### config.mk
export PLATFORM = sky130hd
export DESIGN_NAME = kmc_npr_ctl_flat
export DESIGN_NICKNAME = d
export VERILOG_FILES = /design/src/rtl/kmc_npr_ctl_if.sv /design/src/rtl/kmc_npr_ctl.sv /design/src/flat_wrapper.sv
export SDC_FILE = /design/constraint.sdc
export NUM_CORES = 1
export LEC_CHECK = 0
export ABC_AREA = 1
export BUFFER_PORTS_ARGS = -buffer_cell sky130_fd_sc_hd__buf_2
export CAP_MARGIN = 0
export CORE_MARGIN = 8
export CORE_UTILIZATION = 46
export DETAILED_ROUTE_END_ITERATION = 10
export HOLD_SLACK_MARGIN = 0.15
export PLACE_DENSITY_LB_ADDON = 0.05
export RECOVER_POWER = 100
export SLEW_MARGIN = 10
export SYNTH_ARGS = -nofsm -noshare
export SYNTH_HDL_FRONTEND = slang
export SYNTH_SLANG_ARGS = --single-unit
### constraint.sdc
create_clock -name clk -period 1.9 [get_ports clk]
set_clock_uncertainty 0.15 [all_clocks]
set_input_delay 0.475 -clock clk [delete_from_list [all_inputs] [get_ports clk]]
set_output_delay 0.475 -clock clk [all_outputs]
set_load 0.01 [all_outputs]
### src/rtl/kmc_npr_ctl_if.sv
// KMC NPR bus-side handshake: request/acknowledge, write flag, byte lanes,
// 18-bit address and write data. The controller is the master.
interface kmc_npr_ctl_if;
    logic        devREQO;
    logic        devACKI;
    logic        devWRU;
    logic        devLOBYTE;
    logic        devHIBYTE;
    logic [17:0] devADDRO;
    logic [15:0] devDATAO;

    modport master (
        output devREQO, devWRU, devLOBYTE, devHIBYTE, devADDRO, devDATAO,
        input  devACKI
    );

    modport slave (
        input  devREQO, devWRU, devLOBYTE, devHIBYTE, devADDRO, devDATAO,
        output devACKI
    );
endinterface

### src/rtl/kmc_npr_ctl.sv
// KMC NPR (DMA) transfer controller: latches a microcode-issued transfer,
// requests the bus until acknowledged, then pulses DONE for one cycle.
// Optional bus timeout controlled by macro KMC_NPR_TIMEOUT_EN; when it is
// undefined the request waits indefinitely and kmcNXM is tied to 0.
module kmc_npr_ctl (
    input  logic                clk,
    input  logic                rst,
    input  logic                kmcMCLR,
    input  logic                kmcNPRSTART,
    input  logic                kmcNPRO,
    input  logic                kmcBYTE,
    input  logic [15:0]         kmcNPRIA,
    input  logic [15:0]         kmcNPROA,
    input  logic [15:0]         kmcNPROD,
    input  logic [1:0]          kmcXADDR,
    kmc_npr_ctl_if.master       bus,
    output logic                kmcNPRBUSY,
    output logic                kmcNPRDONE,
    output logic                kmcNXM
);

    typedef enum logic [1:0] {
        IDLE = 2'd0,
        REQ  = 2'd1,
        DONE = 2'd2,
        ERR  = 2'd3
    } state_t;

    state_t      state;
    state_t      nstate;

    logic        lat_wr;
    logic        lat_byte;
    logic [1:0]  lat_xaddr;
    logic [15:0] lat_addr;
    logic [15:0] lat_data;

    logic        accept;
    logic        timeout;

    logic        req_o;
    logic        wru_o;
    logic        lo_o;
    logic        hi_o;
    logic [15:0] data_o;

    assign accept = (state == IDLE) && kmcNPRSTART && !kmcMCLR;

`ifdef KMC_NPR_TIMEOUT_EN
    logic [7:0] tmo_cnt;
    logic       nxm_q;

    assign timeout = (state == REQ) && !bus.devACKI && (tmo_cnt == 8'd255);

    // Timeout counter: cleared when a transfer is accepted, counts REQ cycles
    always_ff @(posedge clk or posedge rst) begin
        if (rst) begin
            tmo_cnt <= '0;
        end else if (accept) begin
            tmo_cnt <= '0;
        end else if (state == REQ) begin
            tmo_cnt <= tmo_cnt + 8'd1;
        end
    end

    // Sticky non-existent-memory flag, cleared only by master clear or reset
    always_ff @(posedge clk or posedge rst) begin
        if (rst) begin
            nxm_q <= 1'b0;
        end else if (kmcMCLR) begin
            nxm_q <= 1'b0;
        end else if (timeout) begin
            nxm_q <= 1'b1;
        end
    end

    assign kmcNXM = nxm_q;
`else
    assign timeout = 1'b0;
    assign kmcNXM  = 1'b0;
`endif

    // State register
    always_ff @(posedge clk or posedge rst) begin
        if (rst) begin
            state <= IDLE;
        end else begin
            state <= nstate;
        end
    end

    // Transfer parameter latches, loaded when a start is accepted in IDLE
    always_ff @(posedge clk or posedge rst) begin
        if (rst) begin
            lat_wr    <= 1'b0;
            lat_byte  <= 1'b0;
            lat_xaddr <= '0;
            lat_addr  <= '0;
            lat_data  <= '0;
        end else if (accept) begin
            lat_wr    <= kmcNPRO;
            lat_byte  <= kmcBYTE;
            lat_xaddr <= kmcXADDR;
            lat_addr  <= kmcNPRO ? kmcNPROA : kmcNPRIA;
            lat_data  <= kmcNPROD;
        end
    end

    // Next-state logic; master clear overrides ACK and start
    always_comb begin
        nstate = state;
        if (kmcMCLR) begin
            nstate = IDLE;
        end else begin
            case (state)
                IDLE: if (kmcNPRSTART) nstate = REQ;
                REQ: begin
                    if (bus.devACKI) begin
                        nstate = DONE;
                    end else if (timeout) begin
                        nstate = ERR;
                    end
                end
                DONE:    nstate = IDLE;
                ERR:     nstate = IDLE;
                default: nstate = IDLE;
            endcase
        end
    end

    // Bus-side outputs: everything except the address is gated by REQ
    always_comb begin
        req_o      = 1'b0;
        wru_o      = 1'b0;
        lo_o       = 1'b0;
        hi_o       = 1'b0;
        data_o     = '0;
        kmcNPRDONE = 1'b0;
        case (state)
            REQ: begin
                req_o  = 1'b1;
                wru_o  = lat_wr;
                lo_o   = !lat_byte || !lat_addr[0];
                hi_o   = !lat_byte ||  lat_addr[0];
                data_o = lat_wr ? lat_data : '0;
            end
            DONE:    kmcNPRDONE = 1'b1;
            default: ;
        endcase
    end

    assign kmcNPRBUSY    = (state != IDLE);
    assign bus.devREQO   = req_o;
    assign bus.devWRU    = wru_o;
    assign bus.devLOBYTE = lo_o;
    assign bus.devHIBYTE = hi_o;
    assign bus.devDATAO  = data_o;
    assign bus.devADDRO  = {lat_xaddr, lat_addr[15:1], lat_addr[0] & lat_byte};

endmodule
### src/flat_wrapper.sv
// flat-port wrapper written by rule: the top's interface ports become plain ports
module kmc_npr_ctl_flat 
  (clk, rst, kmcMCLR, kmcNPRSTART, kmcNPRO, kmcBYTE, kmcNPRIA, kmcNPROA, kmcNPROD, kmcXADDR, kmcNPRBUSY, kmcNPRDONE, kmcNXM, bus_devREQO, bus_devWRU, bus_devLOBYTE, bus_devHIBYTE, bus_devADDRO, bus_devDATAO, bus_devACKI);
  kmc_npr_ctl_if bus_i ();
  input  logic clk;
  input  logic rst;
  input  logic kmcMCLR;
  input  logic kmcNPRSTART;
  input  logic kmcNPRO;
  input  logic kmcBYTE;
  input  logic [15:0] kmcNPRIA;
  input  logic [15:0] kmcNPROA;
  input  logic [15:0] kmcNPROD;
  input  logic [1:0] kmcXADDR;
  output logic kmcNPRBUSY;
  output logic kmcNPRDONE;
  output logic kmcNXM;
  output wire logic [$bits(bus_i.devREQO)-1:0] bus_devREQO;
  output wire logic [$bits(bus_i.devWRU)-1:0] bus_devWRU;
  output wire logic [$bits(bus_i.devLOBYTE)-1:0] bus_devLOBYTE;
  output wire logic [$bits(bus_i.devHIBYTE)-1:0] bus_devHIBYTE;
  output wire logic [$bits(bus_i.devADDRO)-1:0] bus_devADDRO;
  output wire logic [$bits(bus_i.devDATAO)-1:0] bus_devDATAO;
  input wire logic [$bits(bus_i.devACKI)-1:0] bus_devACKI;
  assign bus_devREQO = bus_i.devREQO;
  assign bus_devWRU = bus_i.devWRU;
  assign bus_devLOBYTE = bus_i.devLOBYTE;
  assign bus_devHIBYTE = bus_i.devHIBYTE;
  assign bus_devADDRO = bus_i.devADDRO;
  assign bus_devDATAO = bus_i.devDATAO;
  assign bus_i.devACKI = bus_devACKI;
  kmc_npr_ctl u_core (.clk(clk), .rst(rst), .kmcMCLR(kmcMCLR), .kmcNPRSTART(kmcNPRSTART), .kmcNPRO(kmcNPRO), .kmcBYTE(kmcBYTE), .kmcNPRIA(kmcNPRIA), .kmcNPROA(kmcNPROA), .kmcNPROD(kmcNPROD), .kmcXADDR(kmcXADDR), .bus(bus_i), .kmcNPRBUSY(kmcNPRBUSY), .kmcNPRDONE(kmcNPRDONE), .kmcNXM(kmcNXM));
endmodule
Word level (Yosys, flattened, before mapping)
Cells that the tools add are included.
Operators by class
  bitwise gates (word level): 1
  multiplexer cells: 12
  reductions and logical operators: 11
  equality and inequality tests: 5
Operator list (count)
  two-way mux 16 bit: 3
  two-way mux 2 bit: 3
  != test 3 bit (second input constant): 2
  case mux 2 bit (3 select lines): 1
  two-way mux 1 bit: 5
  equality test 2 bit (second input constant): 2
  logical NOT 1 bit: 3
  equality test 2 x 1 -> 1 bit (second input constant): 1
  logical AND 1 bit: 2
  logical NOT 2 bit: 1
  logical OR 1 bit: 2
  AND reduction 2 bit: 1
  nonzero test 2 bit: 1
  OR reduction 2 bit: 1
  bitwise AND 1 bit: 1
Storage, ports and cells
  register bits: 38
  input bits: 57
  output and inout port bits: 41
  logic and storage cells: 35

Longest topological paths before layout
Gate-level depths: netlist of the first run.
  depth after elaboration: 4
  mapped depth: 7

Worst setup path before layout of the first run
OpenSTA, ideal clock, no wires.
  kind: flip-flop to output port
  from: register u_core.state[1]
  to: output bus_devHIBYTE
  path slack: 355 ps
  arrival time: 920 ps
  stages on the path, launching flop included: 5
  path through: dfrtp_1 -> inv_1 -> nand2_1 -> buf_2 -> a21oi_1
On the way
  cells in the longest elaborated chain, start to end: 2
Ends and longest elaborated chain
  start: declaration: line kmc_npr_ctl.sv:29  | state_t state;
  start signal: assignment: line kmc_npr_ctl.sv:88  | state <= nstate;
  equality test 2 x 1 -> 1 bit: line kmc_npr_ctl.sv:139  | case (state)
  two-way mux 1 bit: line kmc_npr_ctl.sv:139
  end: declaration: line flat_wrapper.sv:21  | output wire logic [$bits(bus_i.devHIBYTE)-1:0] bus_devHIBYTE;
No other way between the ends.

Worst setup path after layout of the first run
  from: register u_core.state[1]
  to: output bus_devDATAO[0]
On the way
  cells in the longest elaborated chain, start to end: 2
Ends and longest elaborated chain
  equality test 2 x 1 -> 1 bit: line kmc_npr_ctl.sv:139
  two-way mux 16 bit: line kmc_npr_ctl.sv:139
  end: declaration: line flat_wrapper.sv:23  | output wire logic [$bits(bus_i.devDATAO)-1:0] bus_devDATAO;
No other way between the ends.

==> reports/metrics.csv, run 1 <==
metric;value;unit
Starting Density;0.473;
Residual DRC;0;
Fin. Hold Viols;0;
antenna cells;0;
endpoints failing setup;0;
Max Cap Violations;0;
antenna violations before repair;0;
Clock power frac;0.278;
fmax;0.529;GHz
commonest non-fill, non-tap cells in the layout;154 x nand2_1, 91 x buf_2, 36 x dfrtp_1;
HP Class;in -> reg;
initial DRC count;89;
cell-internal power;1590;uW
sequential power share;0.454;
synthesis warning total;0;
Synth Instances;284;
post-synthesis sequential area ratio;0.465;
gr ovfl total;0;
Global Route Usage Sum;0.158;
pwr dens;840;nW/um^2
Die ar.;6840;sq um
Syn Nets;341;
period utilization;0.996;
nets;425;
Mapped Area;2050;sq um
vias per cell;4.64;
Final Critical Period;1890;ps
Netlist cell types;17;
worst hold start;kmcMCLR;
CTS Buffer Depth;2;
crit path kind;reg -> out;
post-route setup slack;8.25;ps
Max VDD drop;458;uV
commonest non-fill, non-tap cell in the layout;nand2_1;
CTS root buf;clkbuf_8;
global-route wire length before repair;8.48;mm
clk sinks;38;
relative slew slack;0.604;
synthesis-to-finish area growth;34.2;%
measured slew at the worst slew-check pin;591;ps
Critical Path Start;u_core.state[1];
number of global-route vias before repair;1966;
top area cells in the synthesized netlist;dfrtp_1 46%, nand2_1 28%, buf_4 7.3%;
wire per inst;12.6;um
sequential cell area;953;sq um
peak fanout along the critical path;9;
Clk Latency, worst-skew pair;290;ps
multi-input logic area;901;sq um
Setup Slack @ Placement;169;ps
Pre-antenna DRT Iters;4;
Sw Ratio;0.309;
routed via count;1955;
Horiz. Die Dim;82.7;um
CTS Buf Count;5;
Leak Pwr;0.00162;uW
DRT antenna net count;0;
post-DP HPWL;3.83;mm
core footprint;4320;sq um
CTS tree;yes;
IO Port Bufs;96;
Gate power share;0.267;
r2r startpoint;u_core.state[1];
clock-pin slew on the worst setup and hold paths;70;ps
flops & latches, synth;38;
post-synth top area share;0.465;
post-synth top area cell;dfrtp_1;
final WL;5.32;mm
Rows;24;
layout cells sized above 1;0.369;
Chip Height;82.7;um
sw power;712;uW
Fin Hold WS;257;ps
largest net degree at the start of global routing;38;
RSZ-0062 raised after global routing;yes;
CP Data Required Time;1270;ps
Filler Cell Count;421;
Worst setup SP type;flop;
I/O pin count;98;
Final Max Slew Viols;0;
mean post-synth cell area;7.21;sq um
H-tree depth;2;
crit path capture type;primary output;
status;completed;
WP data arrival;1270;ps
gpl congestion;0.742;
==> through the flow <==
stage,instances,instance area (sq um),power (uW),TNS [ps],util
finish,421,2750,2310,0,0.635
global route,421,2750,2470,-431,0.635
detailed placement,407,2440,1620,0,0.565
CTS,417,2580,2280,0,0.597
global placement,407,2440,1610,0,0.565
floorplan,284,2050,1470,0,-
==> path summary, 6_finish.rpt <==
path	slack [ps]	cells after the start	to
max in group asynchronous	550	4	u_core.lat_wr
setup / recovery	8	5	bus_devDATAO[0]
hold reg to reg	320	2	u_core.lat_data[0]
setup reg to reg	390	6	u_core.lat_xaddr[0]
hold / removal	260	2	u_core.state[1]
min in group asynchronous	570	3	u_core.lat_addr[6]
==> flip-flops by register name, summed over array words and instances (netlist names) <==
register / count
u_core.lat_data: 16
u_core.lat_byte: 1
u_core.state: 2
u_core.lat_xaddr: 2
u_core.lat_addr: 16
u_core.lat_wr: 1
==> kinds of logic after synthesis <==
family,Yosys count,synth area share
other cells,1,0.00183
buf+inv,42,0.133
flops,38,0.465
simple gates,201,0.396
compound gates,2,0.00489
==> area by class of cell <==
cell class	instances	area share
Multi-Input combinational cell	204	0.328
Sequential cell	38	0.347
Timing Repair Buffer	108	0.246
Tap cell	52	0.0237
Clock buffer	8	0.0401
Inverter	11	0.0150
==> layer usage <==
| layer | wire length (um) | track usage |
|---|---|---|
| met4 | 45 | 0.0500 |
| met1 | 2190 | 0.190 |
| met2 | 2580 | 0.259 |
| met5 | 0 | 0 |
| met3 | 506 | 0.0563 |
==> timing repair <==
action	4_1_cts	5_1_grt
setup endpoints to repair	19	17
resized for setup	4	24
buffers inserted	1	2
hold buffers	1	0
gates cloned	0	2
hold endpoints to repair	14	0
pin swaps	0	2
==> synthesized netlist by cell type, drive strengths merged <==
cell,n
nand2,158
dfrtp,38
buf,31
nor2,22
nand3,20
inv,11
a21oi,1
conb,1
nor3,1
o21ai,1
==> power by group through the flow <==
| stage | clock, uW | sequential, uW | combinational [uW] |
|---|---|---|---|
| 2_1_floorplan | 0 | 1040 | 433 |
| 3_3_place_gp | 0 | 1060 | 554 |
| 3_5_place_dp | 0 | 1060 | 565 |
| 4_1_cts | 662 | 1050 | 571 |
| 5_1_grt | 698 | 1070 | 703 |
| 6_report | 643 | 1050 | 616 |
==> worst max-delay path: stages (launching register included) <==
cell and delay (ps):
dfrtp_1 390, inv_2 120, nand2_8 90, clkbuf_16 170, nor2_1 70, buf_2 130
Note: power is estimated with default switching activity, not from simulation.
==> run 2, diff against run 1 <==
--- a/config.mk
+++ b/config.mk
@@ -19,2 +19,3 @@
 export SYNTH_HDL_FRONTEND = slang
 export SYNTH_SLANG_ARGS = --single-unit
+export TNS_END_PERCENT = 10
==> constraint.sdc (replaced) <==
create_clock -name clk -period 1.9 [get_ports clk]
set_clock_uncertainty 0.15 [all_clocks]
set_input_delay 0.19 -clock clk [delete_from_list [all_inputs] [get_ports clk]]
set_output_delay 0.19 -clock clk [all_outputs]
set_load 0.01 [all_outputs]
==> run 2 against run 1 <==
- utilization grew 5.3 points
- sequential power about the same
- critical path type unchanged
- non-clock buffer count is 47 higher
- clock power fell by 16%
- critical path depth is the same
==> reports/metrics.csv, run 2 (synthesis gave the netlist of run 1 again) <==
metric;value;unit
antenna cells;0;
Fin. Hold Viols;0;
Layout Cells excl Fill;466;
Leak Pwr;0.00164;uW
measured slew at the worst slew-check pin;966;ps
WP data arrival;1420;ps
number of global-route vias before repair;2287;
H-tree depth;2;
Pre-antenna DRT Iters;4;
final WL;5.98;mm
peak fanout along the critical path;20;
gr ovfl total;0;
Max Cap Violations;0;
CTS Buf Count;5;
routed via count;2131;
nets;472;
Filler Cell Count;388;
crit path capture type;primary output;
status;completed;
Die ar.;6840;sq um
relative slew slack;0.356;
Final Max Slew Viols;0;
placed insts;405;
HP Class;in -> reg;
post-cts resize count;0;
CP cell instances;inv_1, nand2_1, buf_4, a21oi_1, clkbuf_1;
core footprint;4320;sq um
clock-pin slew on the worst setup and hold paths;70;ps
fmax;0.567;GHz
initial DRC count;98;
CTS Buffer Depth;2;
Rows;24;
synthesis-to-finish area growth;45.5;%
antenna violations before repair;0;
vias per cell;4.57;
pwr dens;736;nW/um^2
Starting Density;0.473;
I/O pin count;98;
CP Data Required Time;1560;ps
commonest non-fill, non-tap cell in the layout;nand2_1;
CTS tree;yes;
setup bufs post-CTS;0;
wire per inst;12.8;um
Crit-path slowest cell;dfrtp_1;
DRT antenna net count;0;
Final Critical Period;1760;ps
Global Route Usage Sum;0.182;
commonest non-fill, non-tap cells in the layout;155 x nand2_1, 56 x buf_2, 55 x dlygate4sd3_1;
Worst setup SP type;flop;
layout cells sized above 1;0.196;
IO Port Bufs;96;
largest net degree at the start of global routing;39;
gpl congestion;0.700;
Horiz. Die Dim;82.7;um
crit path kind;reg -> out;
global-route wire length before repair;9.76;mm
Residual DRC;0;
period utilization;0.928;
Chip Height;82.7;um
largest registers;u_core.lat_addr (16), u_core.lat_data (16);
CTS root buf;clkbuf_8;
WP buf/inv;3;
Crit path max-delay family;buffers and inverters;
Largest stage delay, worst path;390;ps
RSZ-0062 raised after global routing;no;
Max VDD drop;337;uV
Clk Latency, worst-skew pair;280;ps
post-DP HPWL;3.79;mm
endpoints failing setup;0;
setup TNS;0;ps
clk sinks;38;
[run 2: cell types whose count changed in the layout (fill, tap and decap cells not counted), sizes merged]
cell / delta
buf: -46
clkbuf: +37
dlygate4sd3: +54
[run 2: stage by stage]
stage | hold WS, ps | area [sq um] | worst slack [ps] | total power (uW) | utilization
floorplan | 113 | 2050 | 640 | 1470 | -
global placement | 174 | 2390 | 418 | 1580 | 0.553
detailed placement | 174 | 2390 | 370 | 1590 | 0.553
CTS | 164 | 3030 | 158 | 2240 | 0.700
global route | 184 | 2980 | 15.6 | 2350 | 0.689
finish | 172 | 2980 | 137 | 2190 | 0.689
[run 2: report_power, final]
| group | switching [uW] | internal [uW] |
|---|---|---|
| sequential | 100 | 956 |
| clock | 260 | 280 |
| combinational | 325 | 270 |
| total | 685 | 1510 |
[run 2: area by class of cell]
type,instances,area (sq um),share of cell area
repair buffers,155,1020,0.342
flip-flops and latches,38,951,0.319
multi-input cells,204,820,0.275
clock buffers,6,82.6,0.0277
well taps,52,65.1,0.0218
inverters,11,41.3,0.0139
[run 2: timing repair]
action | in CTS | in global routing
hold buffers | 55 | 0
endpoints found under the setup margin | 0 | 0
endpoints found under the hold margin | 75 | 0
[run 2: metal layers]
layer | wire [um] | track usage | share of wire
met1 | 2370 | 0.191 | 0.40
met2 | 3030 | 0.330 | 0.51
met3 | 533 | 0.0671 | 0.089
met4 | 44 | 0.0517 | 0.0074
met5 | 0 | 0 | 0
[run 2: path summary, 6_finish.rpt]
check | startpoint | endpoint | slack (ps) | depth (start not counted)
max | u_core.state[1] | bus_devHIBYTE | 140 | 5
min | kmcNPRSTART | u_core.lat_addr[0] | 170 | 5
max reg2reg | u_core.state[0] | u_core.lat_data[0] | 180 | 4
min reg2reg | u_core.lat_data[7] | u_core.lat_data[7] | 320 | 2
max in group asynchronous | rst | u_core.lat_xaddr[1] | 420 | 4
min in group asynchronous | rst | u_core.lat_addr[3] | 580 | 4
[run 2: worst reg2reg max path, cell delays in order (launching register included)]
cell and delay (ps):
dfrtp_1 410, nor2_2 300, nand2_2 480, nand2_1 210, nand2_1 70
==> run 3, diff against run 2 <==
Settings changed: PLACE_DENSITY_LB_ADDON 0.05 to 0.2, SKIP_CTS_REPAIR_TIMING set to 1.
==> run 3 against run 2 <==
- wire length increased by 0.18%
- die area unchanged
- first-iteration DRC count increased by 5.1%
==> reports/metrics.csv, run 3 (synthesis gave the netlist of run 1 again) <==
metric;value;unit
status;completed;
Residual DRC;0;
post-DP HPWL;3.87;mm
Filler Cell Count;389;
nets;473;
CTS Buffer Depth;2;
placed insts;406;
pwr dens;737;nW/um^2
Die ar.;6840;sq um
largest registers;u_core.lat_addr (16), u_core.lat_data (16);
gpl congestion;0.717;
peak fanout along the critical path;14;
Pre-antenna DRT Iters;4;
clock-pin slew on the worst setup and hold paths;70;ps
CTS root buf;clkbuf_8;
I/O pin count;98;
Global Route Usage Sum;0.157;
crit path kind;reg -> out;
global-route wire length before repair;8.27;mm
routed via count;2096;
r2r startpoint;u_core.state[1];
antenna violations before repair;0;
WP data arrival;1400;ps
period utilization;0.918;
Clk Latency, worst-skew pair;280;ps
vias per cell;4.49;
worst hold start;kmcNPRSTART;
commonest non-fill, non-tap cell in the layout;nand2_1;
Fin. Hold Viols;0;
IO Port Bufs;96;
Final Critical Period;1740;ps
CTS Buf Count;5;
Placed Area;2400;sq um
crit path capture type;primary output;
commonest non-fill, non-tap cells in the layout;155 x nand2_1, 58 x buf_2, 55 x dlygate4sd3_1;
Rows;24;
Layout Cells excl Fill;467;
layout cells sized above 1;0.186;
clk sinks;38;
Chip Height;82.7;um
fmax;0.574;GHz
gr ovfl total;0;
HP Class;in -> reg;
Starting Density;0.473;
H-tree depth;2;
core footprint;4320;sq um
largest net degree at the start of global routing;39;
Leak Pwr;0.00163;uW
DRT antenna net count;0;
setup TNS;0;ps
CP Data Required Time;1560;ps
measured slew at the worst slew-check pin;958;ps
Critical Path Start;u_core.state[1];
antenna cells;0;
initial DRC count;103;
number of global-route vias before repair;1877;
endpoints failing setup;0;
final WL;5.99;mm
RSZ-0062 raised after global routing;no;
CTS tree;yes;
Max VDD drop;497;uV
relative slew slack;0.361;
Final Max Slew Viols;0;
wire per inst;12.8;um
synthesis-to-finish area growth;45.8;%
Worst setup SP type;flop;
final instance area;2980;sq um
Max Cap Violations;0;
Horiz. Die Dim;82.7;um
## run 3: cell types whose count changed in the layout (fill, tap and decap cells not counted)
cell / change
clkbuf_1: +5
nand2_4: +1
clkbuf_2: -7
nand2_2: -1
buf_4: +1
buf_2: +2
## run 3: layout make-up
cell class,count,area [sq um],area share
clock buffers,6,82.6,0.0277
well taps,52,65.1,0.0218
inverters,11,41.3,0.0138
flip-flops and latches,38,951,0.319
repair buffers,156,1020,0.342
multi-input cells,204,825,0.276
## run 3: worst paths after layout
path                                            end  depth (start not counted)  slack (ps)
worst max-delay path                bus_devDATAO[0]                          5         160
worst min-delay path            u_core.lat_addr[14]                          5         170
worst max register to register      u_core.state[1]                          4         360
worst min register to register   u_core.lat_addr[4]                          2         330
max in group asynchronous        u_core.lat_data[1]                          4         430
min in group asynchronous        u_core.lat_addr[4]                          4         580
## run 3: routing by layer
layer,up-vias,wire length (um),GRT usage
li1,1097,-,-
met1,925,2450,0.172
met2,69,2910,0.259
met3,5,567,0.0736
met4,0,65,0.0569
met5,-,0,0
## run 3: where the power goes
part | internal (uW) | total (uW) | switching (uW)
registers | 957 | 1060 | 103
logic | 273 | 599 | 326
clock network | 280 | 541 | 261
## run 3: worst max-delay path: stages, from the launching register on
cell and delay (ps):
dfrtp_1 390, inv_1 100, nand2_2 140, buf_4 210, nor2_1 110, clkbuf_1 170
## run 3: stage by stage
stage | util | hold WS (ps) | total power [uW] | worst slack (ps)
6_report | 0.690 | 171 | 2200 | 156
3_5_place_dp | 0.555 | 174 | 1600 | 404
5_1_grt | 0.690 | 171 | 2350 | 9.27
3_3_place_gp | 0.555 | 173 | 1580 | 430
4_1_cts | 0.574 | -139 | 2150 | 67.5
2_1_floorplan | - | 113 | 1470 | 640
